$ cat config.mk
export PLATFORM = sky130hd
export DESIGN_NAME = uart_baud_gen_flat
export DESIGN_NICKNAME = d
export VERILOG_FILES = /design/src/rtl/uart_baud_gen_if.sv /design/src/rtl/uart_baud_gen.sv /design/src/flat_wrapper.sv
export SDC_FILE = /design/constraint.sdc
export NUM_CORES = 1
export LEC_CHECK = 0
export ABC_AREA = 1
export BUFFER_PORTS_ARGS = -buffer_cell sky130_fd_sc_hd__buf_4
export CAP_MARGIN = 20
export CORE_MARGIN = 8
export CORE_UTILIZATION = 35
export DETAILED_ROUTE_END_ITERATION = 8
export SYNTH_ARGS = -nofsm -noshare
export SYNTH_HDL_FRONTEND = slang
export SYNTH_SLANG_ARGS = --single-unit
$ cat constraint.sdc
create_clock -name clock -period 3.7 [get_ports clock]
set_clock_uncertainty 0.2 [all_clocks]
set_input_delay 0 -clock clock [delete_from_list [all_inputs] [get_ports clock]]
set_output_delay 0 -clock clock [all_outputs]
set_load 0.01 [all_outputs]
$ cat src/rtl/uart_baud_gen_if.sv
// Control and tick bundle between the baud generator and its UART consumers.
// Optional baud_clk square-wave line present when BAUD_CLK_OUT_EN is defined.
interface uart_baud_gen_if #(
    parameter int ACC_W = 24
);
    logic             enable;
    logic [2:0]       baud_sel;
    logic [ACC_W-1:0] inc_custom;
    logic             os_tick;
    logic             bit_tick;
    logic             mid_tick;
`ifdef BAUD_CLK_OUT_EN
    logic             baud_clk;

    modport master (
        output enable, baud_sel, inc_custom,
        input  os_tick, bit_tick, mid_tick, baud_clk
    );

    modport slave (
        input  enable, baud_sel, inc_custom,
        output os_tick, bit_tick, mid_tick, baud_clk
    );
`else
    modport master (
        output enable, baud_sel, inc_custom,
        input  os_tick, bit_tick, mid_tick
    );

    modport slave (
        input  enable, baud_sel, inc_custom,
        output os_tick, bit_tick, mid_tick
    );
`endif
endinterface

$ cat src/rtl/uart_baud_gen.sv
// Fractional phase-accumulator baud generator: oversample, bit and mid-bit enables.
// Define BAUD_CLK_OUT_EN to add the legacy baud_clk square-wave output.
module uart_baud_gen #(
    parameter int CLK_HZ     = 50_000_000,
    parameter int OVERSAMPLE = 16,
    parameter int ACC_W      = 24
) (
    input  logic         clock,
    input  logic         reset,
    uart_baud_gen_if.slave bus
);
    localparam int CNT_W = $clog2(OVERSAMPLE);

    function automatic logic [ACC_W-1:0] calc_inc(input longint unsigned baud);
        longint unsigned num;
        num = baud * 64'(OVERSAMPLE) * (64'd1 << ACC_W) + 64'(CLK_HZ / 2);
        return ACC_W'(num / 64'(CLK_HZ));
    endfunction

    localparam logic [ACC_W-1:0] INC_2400   = calc_inc(64'd2400);
    localparam logic [ACC_W-1:0] INC_4800   = calc_inc(64'd4800);
    localparam logic [ACC_W-1:0] INC_9600   = calc_inc(64'd9600);
    localparam logic [ACC_W-1:0] INC_19200  = calc_inc(64'd19200);
    localparam logic [ACC_W-1:0] INC_38400  = calc_inc(64'd38400);
    localparam logic [ACC_W-1:0] INC_57600  = calc_inc(64'd57600);
    localparam logic [ACC_W-1:0] INC_115200 = calc_inc(64'd115200);

    localparam logic [CNT_W-1:0] CNT_LAST = CNT_W'(OVERSAMPLE - 1);
    localparam logic [CNT_W-1:0] CNT_MID  = CNT_W'(OVERSAMPLE / 2 - 1);

    if ((OVERSAMPLE % 2) != 0 || OVERSAMPLE < 4 || OVERSAMPLE > 32) begin : g_bad_os
        $error("uart_baud_gen: OVERSAMPLE must be even and within 4..32");
    end
    if (64'(115200) * 64'(OVERSAMPLE) >= 64'(CLK_HZ)) begin : g_bad_clk
        $error("uart_baud_gen: CLK_HZ too low for 115200 baud");
    end
    if (ACC_W < 16 || ACC_W > 32) begin : g_bad_acc
        $error("uart_baud_gen: ACC_W must be within 16..32");
    end

    logic [ACC_W-1:0] acc_q, acc_d;
    logic [CNT_W-1:0] cnt_q, cnt_d;
    logic [2:0]       sel_q, sel_d;
    logic             os_q, os_d;
    logic             bit_q, bit_d;
    logic             mid_q, mid_d;
    logic [ACC_W-1:0] inc;
    logic [ACC_W:0]   sum;
    logic             carry;
    logic             resync;
`ifdef BAUD_CLK_OUT_EN
    logic             bclk_q, bclk_d;
`endif

    always_comb begin
        inc = '0;
        case (sel_q)
            3'd0:    inc = INC_2400;
            3'd1:    inc = INC_4800;
            3'd2:    inc = INC_9600;
            3'd3:    inc = INC_19200;
            3'd4:    inc = INC_38400;
            3'd5:    inc = INC_57600;
            3'd6:    inc = INC_115200;
            default: inc = bus.inc_custom;
        endcase
    end

    assign sum    = {1'b0, acc_q} + {1'b0, inc};
    assign carry  = sum[ACC_W];
    // A rate change restarts the bit so no truncated bit is ever produced.
    assign resync = bus.enable && (bus.baud_sel != sel_q);

    always_comb begin
        acc_d = acc_q;
        cnt_d = cnt_q;
        sel_d = bus.baud_sel;
        os_d  = 1'b0;
        bit_d = 1'b0;
        mid_d = 1'b0;
`ifdef BAUD_CLK_OUT_EN
        bclk_d = bclk_q;
`endif
        if (!bus.enable || resync) begin
            acc_d = '0;
            cnt_d = '0;
`ifdef BAUD_CLK_OUT_EN
            bclk_d = 1'b0;
`endif
        end else begin
            acc_d = sum[ACC_W-1:0];
            if (carry) begin
                os_d  = 1'b1;
                mid_d = (cnt_q == CNT_MID);
                if (cnt_q == CNT_LAST) begin
                    cnt_d = '0;
                    bit_d = 1'b1;
                end else begin
                    cnt_d = cnt_q + CNT_W'(1);
                end
`ifdef BAUD_CLK_OUT_EN
                if (bit_d || mid_d) begin
                    bclk_d = ~bclk_q;
                end
`endif
            end
        end
    end

    always_ff @(posedge clock) begin
        if (reset) begin
            acc_q <= '0;
            cnt_q <= '0;
            sel_q <= '0;
            os_q  <= 1'b0;
            bit_q <= 1'b0;
            mid_q <= 1'b0;
`ifdef BAUD_CLK_OUT_EN
            bclk_q <= 1'b0;
`endif
        end else begin
            acc_q <= acc_d;
            cnt_q <= cnt_d;
            sel_q <= sel_d;
            os_q  <= os_d;
            bit_q <= bit_d;
            mid_q <= mid_d;
`ifdef BAUD_CLK_OUT_EN
            bclk_q <= bclk_d;
`endif
        end
    end

    assign bus.os_tick  = os_q;
    assign bus.bit_tick = bit_q;
    assign bus.mid_tick = mid_q;
`ifdef BAUD_CLK_OUT_EN
    assign bus.baud_clk = bclk_q;
`endif
endmodule

$ cat src/flat_wrapper.sv
// flat-port wrapper written by rule: the top's interface ports become plain ports
module uart_baud_gen_flat 
#(
    parameter int CLK_HZ     = 50_000_000,
    parameter int OVERSAMPLE = 16,
    parameter int ACC_W      = 24
)
  (clock, reset, bus_enable, bus_baud_sel, bus_inc_custom, bus_os_tick, bus_bit_tick, bus_mid_tick);
  uart_baud_gen_if #(.ACC_W(ACC_W)) bus_i ();
  input  logic clock;
  input  logic reset;
  input wire logic [$bits(bus_i.enable)-1:0] bus_enable;
  input wire logic [$bits(bus_i.baud_sel)-1:0] bus_baud_sel;
  input wire logic [$bits(bus_i.inc_custom)-1:0] bus_inc_custom;
  output wire logic [$bits(bus_i.os_tick)-1:0] bus_os_tick;
  output wire logic [$bits(bus_i.bit_tick)-1:0] bus_bit_tick;
  output wire logic [$bits(bus_i.mid_tick)-1:0] bus_mid_tick;
  assign bus_i.enable = bus_enable;
  assign bus_i.baud_sel = bus_baud_sel;
  assign bus_i.inc_custom = bus_inc_custom;
  assign bus_os_tick = bus_i.os_tick;
  assign bus_bit_tick = bus_i.bit_tick;
  assign bus_mid_tick = bus_i.mid_tick;
  uart_baud_gen #(.CLK_HZ(CLK_HZ), .OVERSAMPLE(OVERSAMPLE), .ACC_W(ACC_W)) u_core (.clock(clock), .reset(reset), .bus(bus_i));
endmodule
Yosys cells after proc, flatten, opt, wreduce, memory -nomap -nowiden. Index checks and enable logic that the tools add are counted.

Register bits: 34.

Add/subtract/negate cells: 2. Eq/ne operators: 9. Mux-type cells: 4. Bitwise gates (word level): 1. Reductions and logical operators: 6.

Operator list (count): one-hot mux 24 bit (7 select lines) (1); adder 24 x 24 -> 25 bit (1); equality test 3 bit (second input constant) (3); equality test 3 x 2 -> 1 bit (second input constant) (2); adder 4 x 1 -> 4 bit (second input constant) (1); equality test 4 x 3 -> 1 bit (second input constant) (1); equality test 4 bit (second input constant) (1); 2-to-1 mux 4 bit (1); equality test 3 x 1 -> 1 bit (second input constant) (1); logical NOT 3 bit (1); != test 3 bit (1); OR reduction 3 bit (1); 2-to-1 mux 1 bit (2); OR reduction 2 bit (1); logical AND 1 bit (1); logical NOT 1 bit (1); logical OR 1 bit (1); NOT 1 bit (1).

Longest topological paths before layout. Gate-level depths: netlist (run 1).

Word-level depth: 5. Depth in mapped cells: 20. Mapped depth without buffers: 20.

Worst setup path after synthesis (run 1). No wires, ideal clock.

Kind: flip-flop to flip-flop. Start: register u_core.sel_q[2]. End: register u_core.mid_q, in the netlist u_core.bus.mid_tick. Data arrival time: 2.340 ns. Required time: 3.381 ns. Path slack: 1.041 ns. Cell stages (with the launch flop): 17. Path buffers: 2. Clock period less this slack: 2.659 ns. Cells stage by stage: dfxtp_1 > clkbuf_1 > nand2_1 > nor2_1 > inv_1 > buf_2 > nor2_1 > nor2_1 > fa_1 > nand2_1 > nand2_1 > nand3_1 > nand2_1 > nand2_1 > nand3_2 > nand2_1 > nor3_2.

Longest elaborated chain between the ends: 5. Elaborated cells on any way between the ends: 14.

Ends and longest elaborated chain: from (decl) (line uart_baud_gen.sv:43) `logic [2:0] sel_q, sel_d;`; from (signal assigned) (line uart_baud_gen.sv:124) `sel_q <= sel_d;`; equality test 3 bit (tied with other cells) (line uart_baud_gen.sv:57) `case (sel_q)`; one-hot mux 24 bit (7 select lines) (line uart_baud_gen.sv:57); adder 24 x 24 -> 25 bit (line uart_baud_gen.sv:69) `assign sum = {1'b0, acc_q} + {1'b0, inc};`; NOT 1 bit (no line); OR reduction 3 bit (no line) *; to (signal assigned) (line uart_baud_gen.sv:127) `mid_q <= mid_d;`; to (decl) (line uart_baud_gen.sv:46) `logic mid_q, mid_d;`.

Every way passes the cells marked *; elsewhere a longest branch is shown, timed or not. A chain may end at the register's enable or synchronous reset.

Final worst setup path (run 1). Ends and elaborated chain as after synthesis.

==> flow_metrics.py, run 1 <==
metrics = {
    "setup_path": {
        "reg2reg_from": "u_core.sel_q[2]",
        "startpoint": "u_core.sel_q[2]",
        "ff2ff_path_depth": 14,
        "crit_required_ns": 3.73,
        "path_class": "reg2reg",
        "worstPathMaxFanout": 13,
        "critPathCaptureType": "flip-flop",
        "r2r_slack_ns": 0.63,
        "arrival_ns": 3.10,
        "crit_path_start_kind": "flip-flop",
    },
    "sta": {
        "maxSlewViolCount": 0,
        "setup-tns-final_ns": 0,
        "min_period_ns": 3.07,
        "clock.fmax_mhz": 325,
        "setup_viol": 0,
        "rsz0062_at_grt": "no",
        "post-route-period-util": 0.830,
        "tightest_slew_ns": 0.467,
        "finalHoldViolations": 0,
        "worst_slack_ns": 0.627,
        "relSlewSlack": 0.686,
    },
    "clock_network": {
        "cts_tree": "built",
        "htree_levels": 2,
        "cts_root_buffer": "clkbuf_8",
        "cts_hold_buf": 4,
        "clkTransAtPathRegs_ns": 0.08,
        "clock_latency_ns": 0.29,
        "cts-buffers-inserted": 5,
        "cts_sinks": 34,
        "cts_max_path_buffers": 2,
        "post_cts_resized": 0,
        "cts_setup_buffers": 0,
    },
    "grt": {
        "grt-ovfl-total": 0,
        "grt_pass1_wl_um": 14300,
        "grt_util_all_layers": 0.151,
        "antenna_found_initial": 0,
        "grt_max_degree": 24,
        "grt_pass1_vias": 3137,
    },
    "placement": {
        "hpwl_um": 7030,
        "pre_cts_ws_ns": 0.650,
        "postPlaceCellArea_um2": 3350,
        "place_congestion": 0.898,
        "io_buffers": 32,
    },
    "cells_and_area": {
        "final_area_um2": 3500,
        "seqCellArea_um2": 681,
        "drive_above_1_share": 0.0895,
        "area_delta_synth_final_pct": 16.7,
        "layout_common_cells": "nand2_1 (166), inv_1 (103), nor2_1 (101)",
        "final_common_cell": "nand2_1",
        "fin_nets": 625,
        "fillers": 917,
        "antenna_cells": 0,
        "multiInputGateArea_um2": 1890,
    },
    "power": {
        "clockPowerShare": 0.402,
        "switching_power_uw": 260,
        "leakagePower_uw": 0.00195,
        "seq_power_share": 0.419,
        "p_int_uw": 634,
        "max-vdd-ir-drop_uv": 129,
        "combPwrFrac": 0.178,
        "power_density_nw_per_um2": 256,
        "switching_share": 0.291,
    },
    "yosys": {
        "synth_cell_types": 30,
        "synth_enable_flop_cells": 0,
        "synth_mux_area_frac": 0,
        "synth_xor_area_frac": 0.0117,
        "synth_top_family_by_area": "simple AND/OR/NAND/NOR gates",
        "ys_ff_latch": 34,
        "syn_nets": 585,
        "avgSynthCellArea_um2": 5.67,
        "synth_cells": 529,
        "ys_seq_area_frac": 0.227,
        "synth-compound-area-share": 0.0927,
        "synth_area_um2": 3000,
        "async_flop_share": 0,
        "synth-adder-area-share": 0.111,
        "yosysWarnings": 0,
        "synthSimpleGateAreaFrac": 0.416,
        "synth_ff_type": "dfxtp_1",
    },
    "status": {
        "status": "completed",
    },
    "routing": {
        "wl_met1_um": 4120,
        "wl_met3_um": 352,
        "drtIter0Drc": 215,
        "highest_layer": "met4",
        "vias_per_cell": 4.68,
        "antenna_left": 0,
        "vias": 3161,
        "wl_per_cell_um": 12.6,
        "wl_met2_um": 3870,
        "firstDrtPassIters": 5,
        "wl_um": 8480,
        "drc_errors": 0,
    },
    "worst_hold_path": {
        "hold_class": "in2reg",
        "hp-start": "bus_inc_custom[5]",
        "hold_depth": 5,
    },
    "die": {
        "dieArea_um2": 11800,
        "coreArea_um2": 8260,
        "die_w_um": 109,
        "num_rows": 33,
        "die_h_um": 109,
        "start_util": 0.363,
        "ios": 33,
    },
    "flow_run": {
        "drv_cap": 0,
    },
}
[final timing paths]
check,to
worst max-delay path,u_core.bus.mid_tick
worst min-delay path,u_core.acc_q[5]
worst max register to register,u_core.bus.mid_tick
worst min register to register,u_core.cnt_q[1]
[per-layer routing]
| metal | GRT usage | vias to the layer above |
|---|---|---|
| met1 | 0.194 | 1399 |
| met2 | 0.256 | 57 |
| met3 | 0.0214 | 13 |
| li1 | - | 1692 |
| met5 | 0 | - |
| met4 | 0.0459 | 0 |
[through the flow]
step / total power (uW) / cells / utilization / hold slack [ns]
2_1_floorplan: 483 / 529 / - / -0.129
3_3_place_gp: 538 / 663 / 0.405 / -0.00526
3_5_place_dp: 539 / 663 / 0.405 / -0.00114
4_1_cts: 908 / 675 / 0.424 / 0.0741
5_1_grt: 940 / 675 / 0.424 / 0.126
6_report: 894 / 675 / 0.424 / 0.0799
[flip-flops by register name (all words and copies together) (netlist names)]
register	cells
u_core.acc_q	24
u_core.bus.bit_tick	1
u_core.bus.mid_tick	1
u_core.bus.os_tick	1
u_core.cnt_q	4
u_core.sel_q	3
[power by group through the flow]
stage	Clock, uW	Sequential [uW]	Combinational [uW]
after floorplan	0	382	101
after global placement	0	383	155
after detailed placement	0	384	155
after CTS	374	375	159
after global routing	383	376	181
final	360	375	159
[cell type report]
type | count | share of cell area
clock buffer | 5 | 0.0197
clock inverter | 3 | 0.0129
inverter | 105 | 0.113
multi-input combinational | 386 | 0.541
sequential | 34 | 0.194
tap | 105 | 0.0375
timing repair buffer | 37 | 0.0822
[cells in the mapped netlist, drive strengths merged, types with 3 or more instances]
cell type,number,area share
nand2,166,0.21
inv,105,0.13
nor2,102,0.13
dfxtp,34,0.23
a21oi,29,0.048
ha,25,0.10
nand3,17,0.030
o21ai,17,0.032
nand4,5,0.010
and2,4,0.0083
buf,3,0.0092
nor3,3,0.0067
nor3b,3,0.0075
xor2,3,0.0088
[worst max-delay path, stage by stage, from the launching register on]
cell and delay [ns]:
dfxtp_1 0.48, nand2_1 0.25, nor2_1 0.14, inv_1 0.21
nor2_1 0.15, a21oi_1 0.08, ha_1 0.39, nand2_1 0.13
nor2_1 0.19, nand3_1 0.10, nand2_1 0.16, nand2_1 0.14
nand3_2 0.15, nand2_1 0.11, nor3_2 0.11
[cell families (layout without fill, tap and decap cells)]
kind of cell | Yosys count | after routing
AOI/OAI and AO/OA | 51 | 51
buffers and inverters | 109 | 150
DFF | 34 | 34
xor gates and xnor gates | 4 | 4
adders and majority gates | 26 | 26
and+or+nand+nor | 305 | 305
(Power assumes the default switching activity.)
==> run 2: changes to the inputs <==
Clock period 3.7 ns to 2.7 ns, I/O delays scaled along.
==> run 2 against run 1 <==
  * Clock power rose by 67%
  * Combinational power rose by 64%
  * Design area rose by 10%
  * Critical path type unchanged
  * Critical endpoint is now u_core.acc_q[16]
  * Largest cell class unchanged
  * Largest power group is now clock
  * Highest routed layer unchanged
==> flow_metrics.py, run 2 (synthesis results as in run 1) <==
metrics = {
    "status": {
        "status": "completed",
    },
    "sta": {
        "rsz0062_at_grt": "yes",
        "post-route-period-util": 0.949,
        "finalHoldViolations": 0,
        "setup_viol": 0,
        "relSlewSlack": 0.786,
        "tightest_slew_ns": 0.321,
        "setup-tns-final_ns": 0,
        "clock.fmax_mhz": 390,
        "maxSlewViolCount": 0,
        "worst_slack_ns": 0.138,
        "min_period_ns": 2.56,
        "hold_slack_ns": 0.0457,
    },
    "clock_network": {
        "cts_root_buffer": "clkbuf_8",
        "cts_sinks": 34,
        "clkTransAtPathRegs_ns": 0.09,
        "htree_levels": 2,
        "cts-buffers-inserted": 5,
        "cts_max_path_buffers": 2,
        "clock_latency_ns": 0.29,
        "cts_tree": "built",
    },
    "die": {
        "ios": 33,
        "num_rows": 33,
        "die_h_um": 109,
        "die_w_um": 109,
        "start_util": 0.363,
        "coreArea_um2": 8260,
        "dieArea_um2": 11800,
    },
    "grt": {
        "grt_busiest_layer": "met2",
        "grt_util_all_layers": 0.153,
        "grt-ovfl-total": 0,
        "grt_use_met3": 0.0286,
        "grt_max_degree": 24,
        "grt_pass1_wl_um": 14400,
        "use_met2": 0.266,
        "grt_pass1_vias": 3174,
        "antenna_found_initial": 0,
        "grt_use_met1": 0.188,
    },
    "routing": {
        "wl_um": 8670,
        "vias": 3203,
        "firstDrtPassIters": 4,
        "drc_errors": 0,
        "antenna_left": 0,
        "drtIter0Drc": 137,
        "vias_per_cell": 4.60,
        "wl_per_cell_um": 12.4,
    },
    "setup_path": {
        "crit_required_ns": 2.69,
        "reg2reg_from": "u_core.sel_q[2]",
        "critPathCaptureType": "flip-flop",
        "crit_path_start_kind": "flip-flop",
        "ff2ff_path_depth": 16,
        "crit_family": "simple AND/OR/NAND/NOR gates",
        "cpMostUsedCell": "nand2_1",
        "worstPathMaxFanout": 5,
        "r2r_slack_ns": 0.14,
        "r2r-end": "u_core.acc_q[16]",
        "crit_slowest_cell": "dfxtp_2",
        "path_cells": "buf_4 > nor2_1 > inv_1 > nand2_2 > nand2_1 > a31oi_1 > ha_2 > nand2_1 > nand2_1 > nand2_1 > nand2_1 > nand2_1 > nand2_1 > a21oi_1 > and2_1 > nor2_1",
        "path_class": "reg2reg",
        "crit_buf_inv": 2,
        "arrival_ns": 2.55,
        "cpPeakStageDelay_ns": 0.35,
    },
    "worst_hold_path": {
        "hp-start": "bus_inc_custom[5]",
        "whs_endpoint": "u_core.acc_q[5]",
        "hold_class": "in2reg",
        "hold_depth": 5,
    },
    "cells_and_area": {
        "multiInputGateArea_um2": 2060,
        "fin_nets": 647,
        "seqCellArea_um2": 689,
        "final_common_cell": "nand2_1",
        "top_register": "u_core.acc_q",
        "layout_common_cells": "nand2_1 (152), inv_1 (101), nor2_1 (93)",
        "reg_top3": "u_core.acc_q x24, u_core.cnt_q x4, u_core.sel_q x3",
        "largest_reg_flops": 24,
        "fillers": 896,
        "drive_above_1_share": 0.191,
        "stdcell_count": 697,
        "antenna_cells": 0,
        "area_delta_synth_final_pct": 28.9,
    },
    "placement": {
        "place_congestion": 0.903,
        "pre_cts_ws_ns": -0.283,
        "hpwl_um": 6990,
        "place_inst": 680,
        "io_buffers": 32,
    },
    "flow_run": {
        "drv_cap": 0,
    },
    "power": {
        "max-vdd-ir-drop_uv": 194,
        "power_density_nw_per_um2": 356,
        "leakagePower_uw": 0.00209,
    },
}
-- run 2: cell count changes in the layout (fill, tap and decap cells not counted), moves of 3 or more --
cell     before  now
buf_4        33   54
nand2_1     166  152
nand2_2       0   12
nor2_1      101   93
a21oi_1      29   23
a21oi_2       0    5
nor2_2        1    6
ha_1         25   21
dfxtp_1      34   31
nor2_4        0    3
-- run 2: area by class of cell --
cell class / instances / area share
inverters: 105 / 0.103
repair buffers: 58 / 0.115
repair inverters: 1 / 0.00194
clock inverters: 3 / 0.0178
well taps: 105 / 0.0340
multi-input cells: 386 / 0.532
flip-flops and latches: 34 / 0.178
clock buffers: 5 / 0.0178
-- run 2: worst max-delay path by stage --
stage	to	startpoint	slack, ns	cells past startpoint
final	u_core.acc_q[16]	u_core.sel_q[2]	0.14	16
after global routing	u_core.acc_q[18]	u_core.sel_q[1]	-0.03	16
after CTS	u_core.bus.bit_tick	u_core.sel_q[2]	0.01	14
after detailed placement	u_core.acc_q[23]	u_core.sel_q[0]	-0.28	15
after global placement	u_core.acc_q[23]	u_core.sel_q[0]	-0.28	14
after floorplan	u_core.bus.mid_tick	u_core.sel_q[2]	0.04	16
-- run 2: metal layers --
| layer | wire length [um] | vias up |
|---|---|---|
| met3 | 373 | 12 |
| met5 | 0 | - |
| met2 | 4050 | 57 |
| met1 | 4080 | 1400 |
| met4 | 171 | 0 |
| li1 | - | 1734 |
-- run 2: worst reg2reg max path: cells and delay by family (launching register included) --
kind / cells / cell delay (ns)
adder cells (fa/ha/maj): 1 / 0.34
buffers and inverters: 2 / 0.23
AND/OR/NAND/NOR: 11 / 0.96
flip-flops: 1 / 0.35
AO/OA/AOI/OAI: 2 / 0.35
-- run 2: report_power, final --
| part | leakage [uW] | switching (uW) | total (uW) | internal (uW) |
|---|---|---|---|---|
| clock | 0.0000683 | 231 | 602 | 371 |
| combinational | 0.00174 | 151 | 260 | 109 |
| sequential | 0.000276 | 5.79 | 513 | 507 |
| total | 0.00209 | 388 | 1370 | 987 |
-- run 2: repair_timing --
action,CTS,global route
pin swaps,3,3
gates resized for setup,10,43
hold endpoints to repair,3,0
hold buffers,4,0
buffers inserted,1,3
setup endpoints to repair,14,22
cloned,0,1
-- run 2: metrics by stage --
step	cell area (um^2)	util	power (uW)
after CTS	3690	0.446	1360
after global routing	3860	0.468	1430
after global placement	3470	0.421	750
after floorplan	3000	-	662
after detailed placement	3470	0.421	751
final	3860	0.468	1370
==> run 3: changes to the inputs <==
Settings changed: ABC_AREA 1 to default, CORE_ASPECT_RATIO from default to 1.2, PLACE_DENSITY_LB_ADDON from default to 0.15.
==> run 3 against run 2 <==
  * The run now ends with negative setup slack left
  * Synthesized area decreased by 12%
  * Register-to-register slack got worse by 0.27 ns
  * First-iteration DRC count decreased by 42%
  * Utilization increased by 9.3 points
  * Global-route usage decreased by 0.30 points
  * Synthesized cell count decreased by 36%
  * Non-clock buffer count increased by 56
  * Wire length decreased by 7.1%
  * Worst hold slack got worse by 0.024 ns
  * Die area decreased by 10%
  * Cell count decreased by 23%
  * Critical endpoint is now u_core.acc_q[18]
==> flow_metrics.py, run 3 <==
metrics = {
    "cells_and_area": {
        "final_common_cell": "buf_4",
        "seqCellArea_um2": 689,
        "layout_common_cells": "buf_4 (100), nand2_1 (33), dfxtp_1 (31)",
        "largest_reg_flops": 24,
        "multiInputGateArea_um2": 2200,
        "top_register": "u_core.acc_q",
        "fillers": 649,
        "area_delta_synth_final_pct": 54.8,
        "antenna_cells": 0,
        "stdcell_count": 535,
        "drive_above_1_share": 0.431,
        "fin_nets": 500,
        "final_area_um2": 4080,
        "reg_top3": "u_core.acc_q x24, u_core.cnt_q x4, u_core.sel_q x3",
    },
    "sta": {
        "tightest_slew_ns": 0.349,
        "hold_slack_ns": 0.0218,
        "setup_viol": 13,
        "post-route-period-util": 1.05,
        "rsz0062_at_grt": "yes",
        "finalHoldViolations": 0,
        "clock.fmax_mhz": 353,
        "min_period_ns": 2.83,
        "relSlewSlack": 0.768,
        "maxSlewViolCount": 0,
        "worst_slack_ns": -0.132,
    },
    "placement": {
        "place_inst": 504,
        "pre_cts_ws_ns": -0.198,
        "io_buffers": 32,
        "hpwl_um": 6250,
        "place_congestion": 0.846,
        "postPlaceCellArea_um2": 3450,
    },
    "clock_network": {
        "cts_tree": "built",
        "cts_max_path_buffers": 2,
        "cts_root_buffer": "clkbuf_8",
        "clkTransAtPathRegs_ns": 0.08,
        "clock_latency_ns": 0.29,
        "cts_sinks": 34,
        "cts-buffers-inserted": 5,
        "htree_levels": 2,
    },
    "die": {
        "num_rows": 34,
        "die_h_um": 111,
        "ios": 33,
        "die_w_um": 95.2,
        "coreArea_um2": 7270,
        "dieArea_um2": 10600,
        "start_util": 0.362,
    },
    "yosys": {
        "synth_top_area_share": 0.258,
        "syn_nets": 395,
        "synth_most_common_cell": "nand2_1",
        "synth_cell_types": 53,
        "yosysWarnings": 0,
        "synth_ff_type": "dfxtp_1",
        "synth_area_um2": 2640,
        "ys_top_cells_by_area": "dfxtp_1 (26%), ha_1 (12%), a21oi_1 (6.5%), nand2_1 (5.3%), nor2_1 (4.8%)",
        "synth_cells": 339,
        "ys_ff_latch": 34,
        "yosys.area.top_type": "dfxtp_1",
        "avgSynthCellArea_um2": 7.78,
        "synth_enable_flop_cells": 0,
        "async_flop_share": 0,
        "ys_seq_area_frac": 0.258,
        "synth_top_cells_by_count": "nand2_1 (37), a21oi_1 (34), dfxtp_1 (34), nor2_1 (34)",
    },
    "routing": {
        "vias_per_cell": 5.19,
        "drc_errors": 0,
        "drtIter0Drc": 80,
        "vias": 2774,
        "firstDrtPassIters": 4,
        "wl_per_cell_um": 15.1,
        "antenna_left": 0,
        "wl_um": 8050,
    },
    "setup_path": {
        "critPathCaptureType": "flip-flop",
        "crit_family": "simple AND/OR/NAND/NOR gates",
        "path_class": "reg2reg",
        "cpPeakStageDelay_ns": 0.40,
        "crit_required_ns": 2.72,
        "cpMostUsedCell": "buf_4",
        "crit_slowest_cell": "or3_4",
        "crit_path_start_kind": "flip-flop",
        "ff2ff_path_depth": 13,
        "crit_buf_inv": 4,
        "worstPathMaxFanout": 13,
        "r2r_slack_ns": -0.13,
        "path_cells": "buf_12 > buf_4 > buf_4 > o21ai_1 > nand2_1 > ha_4 > nand2_1 > or3_4 > a2111oi_4 > buf_4 > o21ai_2 > and3b_1 > nor3_2",
        "reg2reg_from": "u_core.sel_q[2]",
        "arrival_ns": 2.85,
        "r2r-end": "u_core.acc_q[18]",
    },
    "grt": {
        "antenna_found_initial": 0,
        "grt-ovfl-total": 0,
        "grt_util_all_layers": 0.150,
        "grt_pass1_wl_um": 12900,
        "grt_max_degree": 17,
        "grt_pass1_vias": 2728,
    },
    "worst_hold_path": {
        "whs_endpoint": "u_core.acc_q[0]",
        "hold_depth": 5,
        "hold_class": "in2reg",
        "hp-start": "bus_inc_custom[0]",
    },
    "flow_run": {
        "drv_cap": 0,
    },
    "status": {
        "status": "finished, violations left",
        "violations": "negative setup slack",
    },
    "power": {
        "leakagePower_uw": 0.00172,
        "power_density_nw_per_um2": 310,
        "total_power_uw": 1260,
        "max-vdd-ir-drop_uv": 205,
    },
}
==> run 3: cell count changes in the layout (fill, tap and decap cells not counted), moves of 6 or more <==
cell	before	now
nand2_1	152	33
inv_1	101	7
nor2_1	93	29
buf_4	54	100
nand2_2	12	2
xnor2_1	1	10
ha_1	21	13
a21o_1	0	7
buf_6	0	6
nand3_1	14	8
==> run 3: per-stage QoR <==
step	util	TNS, ns
2_1_floorplan	-	-0.00904
3_3_place_gp	0.475	-1.88
3_5_place_dp	0.475	-2.51
4_1_cts	0.516	-0.690
5_1_grt	0.561	-3.17
6_report	0.561	-0.706
==> run 3: how the worst max path moves through the flow <==
stage,to,startpoint,cells past startpoint,slack [ns]
2_1_floorplan,u_core.cnt_q[2],u_core.sel_q[2],12,-0.009
4_1_cts,u_core.cnt_q[2],u_core.sel_q[1],12,-0.14
6_report,u_core.acc_q[18],u_core.sel_q[2],13,-0.13
5_1_grt,u_core.cnt_q[3],u_core.sel_q[1],11,-0.28
3_5_place_dp,u_core.acc_q[18],u_core.sel_q[0],13,-0.20
3_3_place_gp,u_core.acc_q[21],u_core.sel_q[0],11,-0.16
==> run 3: power breakdown <==
part           internal, uW  switching [uW]  total, uW
clock                   205             209        415
combinational           181             155        336
sequential              507            6.05        513
==> run 3: repair_timing <==
item                                    in CTS  in global routing
hold buffers                                 4                  0
pin swaps                                   29                 25
endpoints found under the setup margin      21                 21
gates cloned                                 0                  0
resized for setup                           35                 47
hold endpoints to repair                     3                  0
buffers inserted                             6                 13
==> run 3: logic make-up (layout without fill, tap and decap cells) <==
family | count (synthesis) | after routing | share of synthesized area
multiplexers | 5 | 5 | 0.0190
AND/OR/NAND/NOR | 126 | 126 | 0.233
flip-flops | 34 | 34 | 0.258
AO/OA/AOI/OAI | 107 | 107 | 0.272
buffers and inverters | 25 | 131 | 0.0384
XOR/XNOR | 16 | 16 | 0.0532
adder cells (fa/ha/maj) | 26 | 26 | 0.126
==> run 3: cell type report <==
type                            instances  area share
Sequential cell                        34       0.169
Clock inverter                          2     0.00307
Clock buffer                            6      0.0202
Tap cell                               90      0.0276
Inverter                                9      0.0110
Multi-Input combinational cell        280       0.540
Timing Repair Buffer                  114       0.229
==> run 3: worst reg2reg max path, cell delays in order, from the launching register on <==
cell and delay (ns):
dfxtp_2 0.34, buf_12 0.14, buf_4 0.16, buf_4 0.16, o21ai_1 0.07, nand2_1 0.09, ha_4 0.29, nand2_1 0.06
or3_4 0.40, a2111oi_4 0.34, buf_4 0.17, o21ai_2 0.06, and3b_1 0.18, nor3_2 0.10
==> run 3: layer usage <==
metal	up-vias	global-route usage	routed length, um
li1	1437	-	-
met5	-	0	0
met4	0	0.0501	150
met3	13	0.0224	278
met1	1286	0.176	3450
met2	38	0.265	4170
